==> config.mk <==
export PLATFORM = sky130hd
export DESIGN_NAME = led_breathe_pwm_flat
export DESIGN_NICKNAME = d
export VERILOG_FILES = /design/src/rtl/led_breathe_pwm_if.sv /design/src/rtl/led_breathe_pwm.sv /design/src/flat_wrapper.sv
export SDC_FILE = /design/constraint.sdc
export NUM_CORES = 1
export LEC_CHECK = 0
export ABC_AREA = 1
export CAP_MARGIN = 10
export CORE_MARGIN = 2
export CORE_UTILIZATION = 30
export DETAILED_ROUTE_END_ITERATION = 12
export GPL_TIMING_DRIVEN = 0
export PLACE_DENSITY = 0.54
export RECOVER_POWER = 100
export SYNTH_ARGS = -nofsm -noshare
export SYNTH_HDL_FRONTEND = slang
export SYNTH_SLANG_ARGS = --single-unit
==> constraint.sdc <==
create_clock -name CLK -period 1.95 [get_ports CLK]
set_input_delay 0.195 -clock CLK [delete_from_list [all_inputs] [get_ports CLK]]
set_output_delay 0.195 -clock CLK [all_outputs]
set_load 0.01 [all_outputs]
==> src/rtl/led_breathe_pwm_if.sv <==
// Control strobes in, LED drive and debug state out, for the breathing PWM stage.
// The master side drives TICK/ENABLE; the slave side (the LED stage) drives O/DUTY/STATE.
interface led_breathe_pwm_if #(
  parameter int N         = 8,
  parameter int PWM_WIDTH = 8
);
  logic                 TICK;
  logic                 ENABLE;
  logic [N-1:0]         O;
  logic [PWM_WIDTH-1:0] DUTY;
  logic [1:0]           STATE;

  modport master (
    output TICK,
    output ENABLE,
    input  O,
    input  DUTY,
    input  STATE
  );

  modport slave (
    input  TICK,
    input  ENABLE,
    output O,
    output DUTY,
    output STATE
  );
endinterface

==> src/rtl/led_breathe_pwm.sv <==
// Breathing PWM LED driver: duty ramps up/holds/ramps down/holds, one step per applied tick.
// O lags phase/DUTY by 1 CLK; no backpressure -- extra TICKs within a PWM period collapse into one.
module led_breathe_pwm #(
  parameter int N          = 8,
  parameter int PWM_WIDTH  = 8,
  parameter int STEP       = 1,
  parameter int HOLD_TICKS = 16
) (
  input  logic             CLK,
  input  logic             RESETN,
  led_breathe_pwm_if.slave bus
);

  localparam logic [1:0] LO_HOLD = 2'd0;
  localparam logic [1:0] RAMP_UP = 2'd1;
  localparam logic [1:0] HI_HOLD = 2'd2;
  localparam logic [1:0] RAMP_DN = 2'd3;

  localparam int HW = (HOLD_TICKS > 1) ? $clog2(HOLD_TICKS) : 1;

  localparam logic [PWM_WIDTH-1:0] MAX       = '1;
  localparam logic [PWM_WIDTH-1:0] PH_ONE    = PWM_WIDTH'(1);
  localparam logic [PWM_WIDTH:0]   MAX_W     = {1'b0, MAX};
  localparam logic [PWM_WIDTH:0]   STEP_W    = (PWM_WIDTH+1)'(STEP);
  localparam logic [HW-1:0]        HOLD_LAST = HW'(HOLD_TICKS - 1);
  localparam logic [HW-1:0]        HOLD_ONE  = HW'(1);

  logic [PWM_WIDTH-1:0] phase_q;
  logic [PWM_WIDTH-1:0] duty_q, duty_d;
  logic [1:0]           state_q, state_d;
  logic [HW-1:0]        hold_cnt_q, hold_cnt_d;
  logic                 tick_pend_q, tick_pend_d;
  logic [N-1:0]         o_q;
  logic                 apply;
  logic [PWM_WIDTH:0]   up_sum;

  // Steps only land on the last phase so the new duty starts cleanly at phase 0.
  assign apply  = bus.ENABLE && (phase_q == MAX) && (tick_pend_q || bus.TICK);
  assign up_sum = {1'b0, duty_q} + STEP_W;

  always_comb begin
    duty_d      = duty_q;
    state_d     = state_q;
    hold_cnt_d  = hold_cnt_q;
    tick_pend_d = bus.ENABLE && !apply && (tick_pend_q || bus.TICK);

    if (apply) begin
      case (state_q)
        LO_HOLD, HI_HOLD: begin
          if (hold_cnt_q == HOLD_LAST) begin
            hold_cnt_d = '0;
            state_d    = (state_q == LO_HOLD) ? RAMP_UP : RAMP_DN;
          end else begin
            hold_cnt_d = hold_cnt_q + HOLD_ONE;
          end
        end
        RAMP_UP: begin
          if (up_sum >= MAX_W) begin
            duty_d     = MAX;
            state_d    = HI_HOLD;
            hold_cnt_d = '0;
          end else begin
            duty_d = up_sum[PWM_WIDTH-1:0];
          end
        end
        default: begin
          // Saturate at zero instead of wrapping when STEP does not divide MAX.
          if ({1'b0, duty_q} <= STEP_W) begin
            duty_d     = '0;
            state_d    = LO_HOLD;
            hold_cnt_d = '0;
          end else begin
            duty_d = duty_q - STEP_W[PWM_WIDTH-1:0];
          end
        end
      endcase
    end
  end

  always_ff @(posedge CLK or negedge RESETN) begin
    if (!RESETN) begin
      phase_q     <= '0;
      duty_q      <= '0;
      state_q     <= LO_HOLD;
      hold_cnt_q  <= '0;
      tick_pend_q <= 1'b0;
      o_q         <= '0;
    end else begin
      phase_q     <= phase_q + PH_ONE;
      duty_q      <= duty_d;
      state_q     <= state_d;
      hold_cnt_q  <= hold_cnt_d;
      tick_pend_q <= tick_pend_d;
      o_q         <= {N{bus.ENABLE && (phase_q < duty_q)}};
    end
  end

  assign bus.O     = o_q;
  assign bus.DUTY  = duty_q;
  assign bus.STATE = state_q;

endmodule

==> src/flat_wrapper.sv <==
// flat-port wrapper written by rule: the top's interface ports become plain ports
module led_breathe_pwm_flat 
#(
  parameter int N          = 8,
  parameter int PWM_WIDTH  = 8,
  parameter int STEP       = 1,
  parameter int HOLD_TICKS = 16
)
  (CLK, RESETN, bus_TICK, bus_ENABLE, bus_O, bus_DUTY, bus_STATE);
  led_breathe_pwm_if #(.N(N), .PWM_WIDTH(PWM_WIDTH)) bus_i ();
  input  logic CLK;
  input  logic RESETN;
  input wire logic [$bits(bus_i.TICK)-1:0] bus_TICK;
  input wire logic [$bits(bus_i.ENABLE)-1:0] bus_ENABLE;
  output wire logic [$bits(bus_i.O)-1:0] bus_O;
  output wire logic [$bits(bus_i.DUTY)-1:0] bus_DUTY;
  output wire logic [$bits(bus_i.STATE)-1:0] bus_STATE;
  assign bus_i.TICK = bus_TICK;
  assign bus_i.ENABLE = bus_ENABLE;
  assign bus_O = bus_i.O;
  assign bus_DUTY = bus_i.DUTY;
  assign bus_STATE = bus_i.STATE;
  led_breathe_pwm #(.N(N), .PWM_WIDTH(PWM_WIDTH), .STEP(STEP), .HOLD_TICKS(HOLD_TICKS)) u_core (.CLK(CLK), .RESETN(RESETN), .bus(bus_i));
endmodule
==> qor.csv <==
stage,metric,value,unit
run_status,status,"complete, no violations",
clocking,path_clk_slew,0.09,ns
grt,overflow,0,
yosys,yosysUniqueCellTypes,28,
final_layout,diodes,0,
worst_setup_path,cp-start-kind,register,
grt,use_met1,0.192,
clocking,cts-root-buf,clkbuf_8,
yosys,synthArstFlopShare,1.00,
clocking,clkLatencyLatePin,0.27,ns
grt,antenna_found_initial,0,
die,die_area,6580,sq um
worst_setup_path,cp.arrival,2.05,ns
pwr,vdd_drop_max,0.000196,V
clocking,numCtsBuffers,3,
sta,whs,0.321,ns
sta,min_period_over_period,0.960,
sta,setup_viol,0,
clocking,cts_tree,done,
sta,hold_violations,0,
die,die_w,81.1,um
worst_setup_path,critPathKind,reg -> reg,
yosys,syn_area,1790,sq um
clocking,cts_max_level,1,
die,start_util,0.305,
grt,met3_usage,0.0167,
worst_setup_path,cp-end-kind,register,
worst_setup_path,critical_path.max_fanout,6,
routing,drtAntennaViolNets,0,
grt,grtUsageMet2,0.232,
die,die_h,81.1,um
routing,route.detailed.drc,0,
yosys,ys.flop_type,dfrtp_1,
routing,dr.pass1.iters,4,
grt,gr-max-usage-layer,met2,
routing,dr.first_iter.drc_count,81,
sta,skew,0.00808,ns
yosys,yosysWarnings,0,
routing,vias_per_cell,4.64,
sta,finalMaxSlewViolations,0,
routing,wl_per_cell,12.2,um
yosys,yosys_register_bits,24,
die,io_pins,22,
placed_design,placedCellCount,341,
routing,wl,4370,um
worst_setup_path,required,2.13,ns
yosys,synth_cells,245,
placed_design,gp_congestion,0.791,
sta,rsz0062_at_grt,yes,
sta,worst_slew_pin_slew,0.838,ns
final_layout,nNetsFinal,307,
yosys,synth_enable_flop_cells,0,
grt,grt_pass1_wl,7200,um
pwr,leakagePower,1.10,nW
sta,fmax,534,MHz
die,core,5850,sq um
yosys,syn_avg_cell_area,7.29,sq um
sta,slew_headroom,0.442,
final_layout,post_layout_nonfiller_instances,359,
final_layout,final_common_cell,nand2_1,
yosys,syn_nets,266,
pwr,power_density,361,nW/um^2
final_layout,area_growth,32.4,%
clocking,ctsHoldBuffers,0,
final_layout,final_cell_mix,"nand2_1 (48), nor2_1 (29), inv_1 (28)",
final_layout,drive_gt1_frac,0.197,
final_layout,post-route-util,0.404,
placed_design,port_buffers,21,
clocking,cts.sinks,24,
placed_design,dp_hpwl,3120,um
die,fp-row-count,28,
worst_hold_path,hp-class,in -> async,
flow_run,max-cap-violations,0,
clocking,cts_buffer_depth,2,
sta,period_minus_slack,1.87,ns
routing,vias,1666,
yosys,yosysSeqAreaShare,0.336,
grt,grt_max_degree,25,
grt,grt_pass1_vias,1558,
grt,grt_usage,0.140,
==> critical path, stage by stage, from the launching register on <==
cell and delay, ns:
dfrtp_2 0.45, ha_4 0.18, nand3_2 0.09, nor2_2 0.11
nor2_1 0.04, nor2_1 0.15, nand2_1 0.10, nor2_1 0.15
nor2_2 0.07, nand2_2 0.13, buf_6 0.14, nor2_1 0.04
o21bai_1 0.12
==> report_power, final <==
part | switching (W) | internal, W | total [W]
clock | 0.000158 | 0.000138 | 0.000296
sequential | 0.00000227 | 0.000500 | 0.000502
combinational | 0.0000248 | 0.0000299 | 0.0000546
==> kinds of logic after synthesis <==
kind of cell,Yosys count,share of synthesized area
simple gates,126,0.306
buf+inv,39,0.102
xor+xnor,7,0.0343
flops,24,0.336
compound gates,32,0.102
fa+ha+maj,17,0.119
==> routing by layer <==
| metal | part of all wire | vias to the layer above |
|---|---|---|
| met3 | 0.016 | 2 |
| li1 | - | 876 |
| met4 | 0.0076 | 0 |
| met2 | 0.47 | 14 |
| met5 | 0 | - |
| met1 | 0.50 | 774 |
==> flip-flops by register name (all words and copies together), names as in the netlist <==
| signal | flops |
|---|---|
| u_core.bus.DUTY | 8 |
| u_core.bus.O | 1 |
| u_core.bus.STATE | 2 |
| u_core.hold_cnt_q | 4 |
| u_core.phase_q | 8 |
| u_core.tick_pend_q | 1 |
==> stage by stage <==
step / setup WS [ns] / instance area (sq um) / setup TNS [ns] / total power [W]
2_1_floorplan: 0.123 / 1790 / 0 / 0.000531
3_3_place_gp: -0.256 / 2090 / -1.66 / 0.000567
3_5_place_dp: -0.217 / 2090 / -1.54 / 0.000567
4_1_cts: -0.0292 / 2170 / -0.0607 / 0.000864
5_1_grt: -0.0750 / 2360 / -0.611 / 0.000900
6_report: 0.0789 / 2360 / 0 / 0.000853
==> cell usage after synthesis (2+ instances only) <==
cell       n  share of area
nand2_1   48           0.10
nor2_1    36          0.076
inv_1     29          0.061
dfrtp_1   24           0.34
nand3_1   19          0.053
ha_1      17           0.12
a21oi_1   13          0.036
o21ai_0    9          0.025
buf_4      7          0.029
nand4_1    7          0.025
nor3_1     7          0.020
xor2_1     6          0.029
o21bai_1   4          0.017
nor2_2     3          0.011
nand2_2    2         0.0070
nor4_1     2         0.0070
==> final cells by class <==
class | instances | area (sq um)
fillers | 609 | 3490
multi-input cells | 182 | 1120
flip-flops and latches | 24 | 604
repair buffers | 36 | 323
inverters | 30 | 113
well taps | 75 | 93.8
plain buffers | 9 | 71.3
clock buffers | 3 | 41.3
==> repair_timing <==
action | 4_1_cts | 5_1_grt
cloned | 0 | 1
setup buffers | 2 | 11
setup endpoints to repair | 14 | 14
resized for setup | 8 | 29
pin swaps | 0 | 15
==> final timing paths <==
check / slack, ns / cells past startpoint / endpoint / start
setup / recovery: 0.08 / 12 / u_core.bus.DUTY[1] / u_core.bus.DUTY[1]
hold / removal: 0.32 / 1 / u_core.bus.DUTY[6] / RESETN
setup reg to reg: 0.08 / 12 / u_core.bus.DUTY[1] / u_core.bus.DUTY[1]
hold reg to reg: 0.48 / 2 / u_core.hold_cnt_q[3] / u_core.hold_cnt_q[3]
max in group asynchronous: 0.51 / 2 / u_core.phase_q[0] / RESETN
min in group CLK: 0.48 / 2 / u_core.hold_cnt_q[3] / u_core.hold_cnt_q[3]
Note: power is estimated with default switching activity, not from simulation.
